===== src/rtl/decimal_entry_assembler_if.sv =====
// Keypad-entry bus: digit/command strobes in, live and committed values out.
// The master drives the strobes; the slave (the assembler) drives the results.
interface decimal_entry_assembler_if #(
  parameter int W = 10
);
  logic [3:0]   din;
  logic         din_vld;
  logic         bksp;
  logic         enter;
  logic         clr;
  logic [W-1:0] acc;
  logic [1:0]   count;
  logic [W-1:0] value;
  logic         done;
  logic         err;

  modport master (
    output din, din_vld, bksp, enter, clr,
    input  acc, count, value, done, err
  );

  modport slave (
    input  din, din_vld, bksp, enter, clr,
    output acc, count, value, done, err
  );
endinterface


===== src/rtl/decimal_entry_assembler.sv =====
// Builds a binary number from MSD-first decimal keypad digits; one event per cycle,
// priority CLR > ENTER > BKSP > digit; all outputs registered, 1-cycle latency.
module decimal_entry_assembler #(
  parameter int NDIG = 3,
  parameter int W    = 10
) (
  input  logic                     clk_i,
  input  logic                     rst_ni,
  decimal_entry_assembler_if.slave bus
);

  typedef enum logic [1:0] {S_IDLE, S_ENTRY, S_FULL, S_DONE} state_t;

  state_t       state_q;
  logic [W-1:0] acc_q;
  logic [W-1:0] value_q;
  logic [1:0]   count_q;
  logic         done_q;
  logic         err_q;

  logic [W-1:0] acc_dig_d;
  logic [W-1:0] acc_div_d;
  logic [1:0]   count_inc_d;
  logic [1:0]   count_dec_d;
  logic         din_legal;

  // Widened before truncation; the NDIG bound keeps the true result below 2^W.
  assign acc_dig_d   = W'((W+4)'(acc_q) * (W+4)'(10) + (W+4)'(bus.din));
  assign acc_div_d   = acc_q / W'(10);
  assign count_inc_d = count_q + 2'd1;
  assign count_dec_d = count_q - 2'd1;
  assign din_legal   = (bus.din <= 4'd9);

  always_ff @(posedge clk_i or negedge rst_ni) begin
    if (!rst_ni) begin
      state_q <= S_IDLE;
      acc_q   <= '0;
      value_q <= '0;
      count_q <= '0;
      done_q  <= 1'b0;
      err_q   <= 1'b0;
    end else begin
      err_q <= 1'b0;
      if (bus.clr) begin
        state_q <= S_IDLE;
        acc_q   <= '0;
        count_q <= '0;
        done_q  <= 1'b0;
      end else if (bus.enter) begin
        case (state_q)
          S_ENTRY, S_FULL: begin
            value_q <= acc_q;
            done_q  <= 1'b1;
            state_q <= S_DONE;
          end
          S_IDLE:  err_q <= 1'b1;
          default: ;
        endcase
      end else if (bus.bksp) begin
        // In DONE the committed entry is still held, so it is edited like FULL.
        if (state_q != S_IDLE) begin
          acc_q   <= acc_div_d;
          count_q <= count_dec_d;
          done_q  <= 1'b0;
          state_q <= (count_dec_d == 2'd0) ? S_IDLE : S_ENTRY;
        end
      end else if (bus.din_vld) begin
        if (!din_legal) begin
          err_q <= 1'b1;
        end else begin
          case (state_q)
            S_IDLE, S_ENTRY: begin
              acc_q   <= acc_dig_d;
              count_q <= count_inc_d;
              state_q <= (count_inc_d == 2'(NDIG)) ? S_FULL : S_ENTRY;
            end
            S_FULL:  err_q <= 1'b1;
            default: begin
              acc_q   <= W'(bus.din);
              count_q <= 2'd1;
              done_q  <= 1'b0;
              state_q <= (NDIG == 1) ? S_FULL : S_ENTRY;
            end
          endcase
        end
      end
    end
  end

  assign bus.acc   = acc_q;
  assign bus.count = count_q;
  assign bus.value = value_q;
  assign bus.done  = done_q;
  assign bus.err   = err_q;

endmodule


===== src/flat_wrapper.sv =====
// flat-port wrapper written by rule: the top's interface ports become plain ports
module decimal_entry_assembler_flat 
#(
  parameter int NDIG = 3,
  parameter int W    = 10
)
  (clk_i, rst_ni, bus_din, bus_din_vld, bus_bksp, bus_enter, bus_clr, bus_acc, bus_count, bus_value, bus_done, bus_err);
  decimal_entry_assembler_if #(.W(W)) bus_i ();
  input  logic clk_i;
  input  logic rst_ni;
  input wire logic [$bits(bus_i.din)-1:0] bus_din;
  input wire logic [$bits(bus_i.din_vld)-1:0] bus_din_vld;
  input wire logic [$bits(bus_i.bksp)-1:0] bus_bksp;
  input wire logic [$bits(bus_i.enter)-1:0] bus_enter;
  input wire logic [$bits(bus_i.clr)-1:0] bus_clr;
  output wire logic [$bits(bus_i.acc)-1:0] bus_acc;
  output wire logic [$bits(bus_i.count)-1:0] bus_count;
  output wire logic [$bits(bus_i.value)-1:0] bus_value;
  output wire logic [$bits(bus_i.done)-1:0] bus_done;
  output wire logic [$bits(bus_i.err)-1:0] bus_err;
  assign bus_i.din = bus_din;
  assign bus_i.din_vld = bus_din_vld;
  assign bus_i.bksp = bus_bksp;
  assign bus_i.enter = bus_enter;
  assign bus_i.clr = bus_clr;
  assign bus_acc = bus_i.acc;
  assign bus_count = bus_i.count;
  assign bus_value = bus_i.value;
  assign bus_done = bus_i.done;
  assign bus_err = bus_i.err;
  decimal_entry_assembler #(.NDIG(NDIG), .W(W)) u_core (.clk_i(clk_i), .rst_ni(rst_ni), .bus(bus_i));
endmodule

===== config.mk =====
export PLATFORM = sky130hd
export DESIGN_NAME = decimal_entry_assembler_flat
export DESIGN_NICKNAME = d
export VERILOG_FILES = /design/src/rtl/decimal_entry_assembler_if.sv /design/src/rtl/decimal_entry_assembler.sv /design/src/flat_wrapper.sv
export SDC_FILE = /design/constraint.sdc
export NUM_CORES = 1
export LEC_CHECK = 0
export CAP_MARGIN = 15
export CELL_PAD_IN_SITES_DETAIL_PLACEMENT = 1
export CELL_PAD_IN_SITES_GLOBAL_PLACEMENT = 1
export CORE_UTILIZATION = 42
export DETAILED_ROUTE_END_ITERATION = 7
export PLACE_DENSITY = 0.8
export SLEW_MARGIN = 20
export SYNTH_ARGS = -nofsm -noshare
export SYNTH_HDL_FRONTEND = slang
export SYNTH_SLANG_ARGS = --single-unit

===== constraint.sdc =====
create_clock -name clk_i -period 3.21 [get_ports clk_i]
set_clock_uncertainty 0.15 [all_clocks]
set_input_delay 0.642 -clock clk_i [delete_from_list [all_inputs] [get_ports clk_i]]
set_output_delay 0.642 -clock clk_i [all_outputs]
set_load 0.005 [all_outputs]

==> results of run 1 <==
-- cell type report --
cell class / instances / area share [%]
Tap cell: 75 / 3.022
Multi-Input combinational cell: 245 / 56.85
Sequential cell: 26 / 21.03
Clock inverter: 1 / 0.9670
Clock buffer: 3 / 1.330
Inverter: 15 / 1.813
Timing Repair Buffer: 51 / 14.99
-- cell families (layout without fill, tap and decap cells) --
kind of cell               Yosys count  after routing
and+or+nand+nor                    107            107
AOI/OAI and AO/OA                   91             91
buffers and inverters               33             70
DFF                                 26             26
adders and majority gates           22             22
xor gates and xnor gates            13             13
muxes                               12             12
-- worst register-to-register path: cells and delay by family, from the launching register on --
family / cells / cell delay, ns
flops: 1 / 0.62
compound gates: 6 / 1.57
simple gates: 3 / 0.65
-- worst max-delay path by stage --
| stage | start | endpoint |
|---|---|---|
| 3_5_place_dp | u_core.bus.acc[6]$_DFFE_PN0P_ | u_core.bus.acc[0]$_DFFE_PN0P_ |
| 6_report | u_core.bus.acc[7]$_DFFE_PN0P_ | u_core.bus.acc[0]$_DFFE_PN0P_ |
| 5_1_grt | u_core.bus.acc[7]$_DFFE_PN0P_ | u_core.bus.acc[0]$_DFFE_PN0P_ |
| 2_1_floorplan | u_core.bus.acc[7]$_DFFE_PN0P_ | u_core.bus.acc[0]$_DFFE_PN0P_ |
| 3_3_place_gp | u_core.bus.acc[6]$_DFFE_PN0P_ | u_core.bus.acc[0]$_DFFE_PN0P_ |
| 4_1_cts | u_core.bus.acc[6]$_DFFE_PN0P_ | u_core.bus.acc[0]$_DFFE_PN0P_ |
-- metrics by stage --
step	power (mW)	hold slack [ns]	cells	setup WS (ns)	instance area (µm²)
6_report	0.9911	0.3535	416	0.1605	3105
5_1_grt	1.050	0.3994	416	0.02160	3105
4_1_cts	0.9959	0.3590	416	0.1137	3103
3_5_place_dp	0.7147	0.3355	412	0.1517	3032
2_1_floorplan	0.5840	0.1964	304	0.5840	2560
3_3_place_gp	0.7000	0.3116	412	0.1627	3032
-- cells in the final DEF, fill, tap and decap left out, drive strengths merged, types with 6 or more instances in the layout --
master,instances
a21oi,13
buf,18
clkdlybuf4s50,33
dfrtp,26
ha,20
inv,15
mux2,7
nand2,28
nand2b,6
nand3,6
nor2,28
nor3,13
o21ai,29
o31ai,6
xnor2,10
-- report_power, final --
group	internal, mW	leakage, nW	switching (mW)
logic	0.154	0.951	0.167
clock network	0.167	0.0357	0.117
registers	0.353	0.353	0.0319
total	0.675	1.34	0.316
-- synthesized netlist by cell type, types with 3 or more instances --
cell,number
a21o_1,3
a21oi_1,13
a22o_1,5
a32oi_1,3
and3_1,4
buf_2,4
clkbuf_1,11
dfrtp_1,26
ha_1,20
inv_1,15
mux2_2,7
mux2i_1,5
nand2_1,28
nand2b_1,5
nand3_1,6
nand4_1,3
nor2_1,28
nor2b_1,4
nor3_1,12
o211ai_1,3
o21ai_0,26
o21ai_1,3
o22ai_1,3
o31ai_1,4
xnor2_1,10
xor2_1,3
-- sequential cells by signal, summed over array words and instances, names as in the netlist --
name	flops
u_core.bus.done	1
u_core.bus.err	1
u_core.bus.acc	10
u_core.state_q	2
u_core.bus.value	10
u_core.bus.count	2
-- metal layers --
layer  vias up  GRT usage (%)  wire length [µm]
met5         -              0                 0
met4         0          6.250               103
met3         9          1.932               129
met2        39          40.43              3456
met1      1218          31.27              3385
li1       1180              -                 -
==> metrics.txt, run 1 <==
CP top delay family compound AO/OA/AOI/OAI gates; number of flops mapped to enable cells by yosys 0; Starting Density 43.49%; number of CTS-inserted buffers 3; Hold Crit Class flop to flop; Post-synth ARST share 100.0%; max incr delay on CP ~0.62 ns; area share of fa/ha/maj cells after synthesis a little under an eighth; post_cts resized 0; Register Area approximately 650 µm²; die area about 6400 µm²; DR vias/cell roughly 5.9; Synth top area share about a quarter; area added between synthesis and finish 21.31%; DR pass1 iterations 4; Mean Syn Cell Area between 8 and 9 µm²; CP cell instances nor2b_1 > a211oi_1 > a211oi_2 > a2111oi_1 > a311o_2 > nor3_4 > nor2_1 > o31a_1 > o31ai_2; Synth Instances between 300 and 400; Synth Area in XOR/XNOR between 4 and 5%; layout cells sized above 1 a little over an eighth; number of DRC markers in iteration 0 between 100 and 150; DRT Wirelength between 7000 and 8000 µm; Final Util 52.76%; RSZ-0062 raised after global routing false; Setup violations, final 0; sum of negative setup slack 0 ns; root buf cell clkbuf_8; Netlist cell types 66; maximum clock frequency between 300 and 400 MHz; synthesized flop and latch total 26; worst path arrival time around 3.1 ns; reg2reg start u_core.bus.acc[7]$_DFFE_PN0P_; gr ovfl total 0; max_cap viols 0; post-CTS setup buffers 0; number of routed nets with antenna violations 0; yosys warns 0; CTS tree built; CP Capture Type flop; total leakage power 1.340 nW; Die Width between 80 and 90 µm; top-level I/O count 34; CTS max path bufs 2; Cell Pwr Density roughly 320 nW/µm²; drt drc 0; sequential area share after synthesis between 20% and 30%; Synth area leader dfrtp_1; period utilization a little over nine tenths; fin crit period 3.049 ns; multiplexer share of the synthesized area around 5.0%; latest clock arrival within the worst-skew pair 0.28 ns; syn_nets roughly 340; Worst-Margin Slew just under 0.8 ns; post-synthesis simple-gate area fraction between 20% and 30%; Die Span Y 80.07 µm; status completed; antenna fix cells 0; hold worst-path end u_core.bus.value[3]$_DFFE_PN0P_; detailed placement HPWL ~5500 µm; path depth of the worst reg2reg path 9; vias between 2000 and 2500; # nets final roughly 370; Layout fillers roughly 730; Crit. path cell count 9; Hold Path Origin u_core.bus.value[3]$_DFFE_PN0P_; WHS Path Cells 2; Max Slew Vio Count 0; synthesized cell area around 2600 µm²; IR Drop Worst-Case VDD 0.1562 mV; largest cells by area after synthesis dfrtp_1 25%, ha_1 9.8%, o21ai_0 5.1%; largest net degree at the start of global routing 27; largest family of logic cells by synthesized area compound AO/OA/AOI/OAI gates; GRT Util Overall roughly a quarter; initial antenna violation count 0; global-route wire length before repair between 10000 and 15000 µm; Crit-path slowest cell dfrtp_1; Clock transition at path regs roughly 0.1 ns; crit path max fanout 14; Num Clock Sinks 26; Compound-Gate Fraction of Synth Area between 20% and 30%; Core Area 5886 µm²; vias in the first global route 2387; port bufs 33; area of the multi-input gates roughly 1800 µm²; Top FF cell, synth dfrtp_1; Core Rows 28; CP required about 3.3 ns; H-tree Lvls 1; max_slew headroom a little under half; Setup crit start kind flop; R2R Setup Slk between 0.15 and 0.2 ns; Worst R2R End u_core.bus.acc[0]$_DFFE_PN0P_; kind of critical path flop to flop; hold buffer count at CTS 0; Buf/Inv on CP 0; Final Hold Fails 0; GPL Wtd Cong around 0.8; average routed wire per standard cell between 15 and 20 µm
Power figures use the tool's default switching activity.
==> inputs of run 2 (changes only) <==
Settings changed: CAP_MARGIN 15 to not set, MAX_ROUTING_LAYER set to met4.
==> run 2 against run 1 <==
  * Utilization stayed put
  * Setup slack hardly changed
  * Largest power group unchanged
  * Cell count stayed put
  * Global-route usage is 0.69 points higher
  * Die area stayed put
  * Wire length is 0.24% higher
  * Worst hold slack worse by 0.0014 ns
==> metrics.txt, run 2 (same netlist as run 1, synthesis figures left out) <==
placed insts approximately 410; Die Span Y 80.07 µm; status completed; maximum clock frequency between 300 and 400 MHz; Max Slew Vio Count 0; Final Hold Fails 0; Core Rows 28; Num Clock Sinks 26; DR pass1 iterations 4; gr ovfl total 0; fin crit period roughly 3.0 ns; number of routed nets with antenna violations 0; number of DRC markers in iteration 0 148; layout cells sized above 1 13.49%; GRT Util Overall 24.12%; detailed placement HPWL around 5500 µm; H-tree Lvls 1; Cell Pwr Density ~320 nW/µm²; largest net degree at the start of global routing 27; kind of critical path flop to flop; number of CTS-inserted buffers 3; global-route wire length before repair around 12000 µm; average routed wire per standard cell ~17 µm; RSZ-0062 raised after global routing false; latest clock arrival within the worst-skew pair 0.28 ns; worst path arrival time slightly above 3 ns; root buf cell clkbuf_8; crit path max fanout 14; IR Drop Worst-Case VDD 0.1557 mV; Setup crit start kind flop; Final Non-Filler Cells approximately 420; GPL Wtd Cong approximately 0.83; antenna fix cells 0; max_cap viols 0; Hold Crit Class flop to flop; Layout fillers just over 700; area added between synthesis and finish 21.31%; DR vias/cell slightly below 6; CP required 3.26 ns; vias in the first global route roughly 2400; hold buffer count at CTS 0; most frequent cells in the layout 33 x clkdlybuf4s50_1, 28 x nor2_1, 28 x nand2_1, 26 x o21ai_0, 24 x dfrtp_1; Die Width between 80 and 90 µm; vias ~2500; post-CTS setup buffers 0; Placed Area ~3000 µm²; most common cell after layout, fill and taps aside clkdlybuf4s50_1; sum of negative setup slack 0 ns; top-level I/O count 34; drt drc 0; DRT Wirelength just over 7000 µm; CTS tree built; period utilization around 95%; max_slew headroom a little under half; Starting Density between 40 and 50%; Power, Total approximately 0.99 mW; # nets final around 370; port bufs 33; CP Capture Type flop; Core Area about 5900 µm²; Clock transition at path regs around 0.1 ns; Setup violations, final 0; R2R Setup Slk around 0.16 ns; Worst-Margin Slew around 0.8 ns; CTS max path bufs 2; die area between 6000 and 7000 µm²; initial antenna violation count 0; final instance area 3105 µm²; total leakage power 1.340 nW
run 2: where the power goes:
group          total, mW  internal, mW  switching, mW
sequential         0.385         0.353         0.0320
combinational      0.322         0.154          0.167
clock              0.284         0.167          0.117
run 2: metal layers:
layer	track usage (%)	vias to the layer above	share of wire (%)
met3	1.932	9	3.0
met1	31.48	1229	47
li1	-	1180	-
met4	6.429	0	1.4
met5	-	-	0
met2	40.26	44	49
run 2: repair_timing:
action,in CTS,in global routing
endpoints found under the hold margin,0,0
endpoints found under the setup margin,0,1
resized for setup,0,2
run 2: critical path, cell delays in order (launching register included):
cell,delay (ns)
dfrtp_1,0.62
nor2b_1,0.38
a211oi_1,0.14
a211oi_2,0.35
a2111oi_1,0.15
a311o_2,0.40
nor3_4,0.18
nor2_1,0.08
o31a_1,0.30
o31ai_2,0.23
run 2: layout make-up:
class                   instances  area [µm²]  area share (%)
repair buffers                 51       465.4           14.99
clock buffers                   3       41.29           1.330
inverters                      15       56.30           1.813
clock inverters                 1       30.03          0.9670
flip-flops and latches         26       653.1           21.03
well taps                      75       93.84           3.022
multi-input cells             245        1765           56.85
run 2: through the flow:
stage                     setup slack, ns  util [%]  hold WS [ns]
final                              0.1607     52.76        0.3521
after global routing              0.02161     52.76        0.3994
after CTS                          0.1137     52.72        0.3590
after detailed placement           0.1517     51.51        0.3355
after global placement             0.1627     51.51        0.3116
after floorplan                    0.5840         -        0.1964
run 2: final timing paths:
path                       cells after the start                            start                         endpoint
max reg2reg                                    9    u_core.bus.acc[7]$_DFFE_PN0P_    u_core.bus.acc[0]$_DFFE_PN0P_
max                                            9    u_core.bus.acc[7]$_DFFE_PN0P_    u_core.bus.acc[0]$_DFFE_PN0P_
min reg2reg                                    2  u_core.bus.value[3]$_DFFE_PN0P_  u_core.bus.value[3]$_DFFE_PN0P_
min in group asynchronous                      2                           rst_ni  u_core.bus.value[0]$_DFFE_PN0P_
max in group asynchronous                      2                           rst_ni    u_core.bus.acc[6]$_DFFE_PN0P_
min                                            2  u_core.bus.value[3]$_DFFE_PN0P_  u_core.bus.value[3]$_DFFE_PN0P_
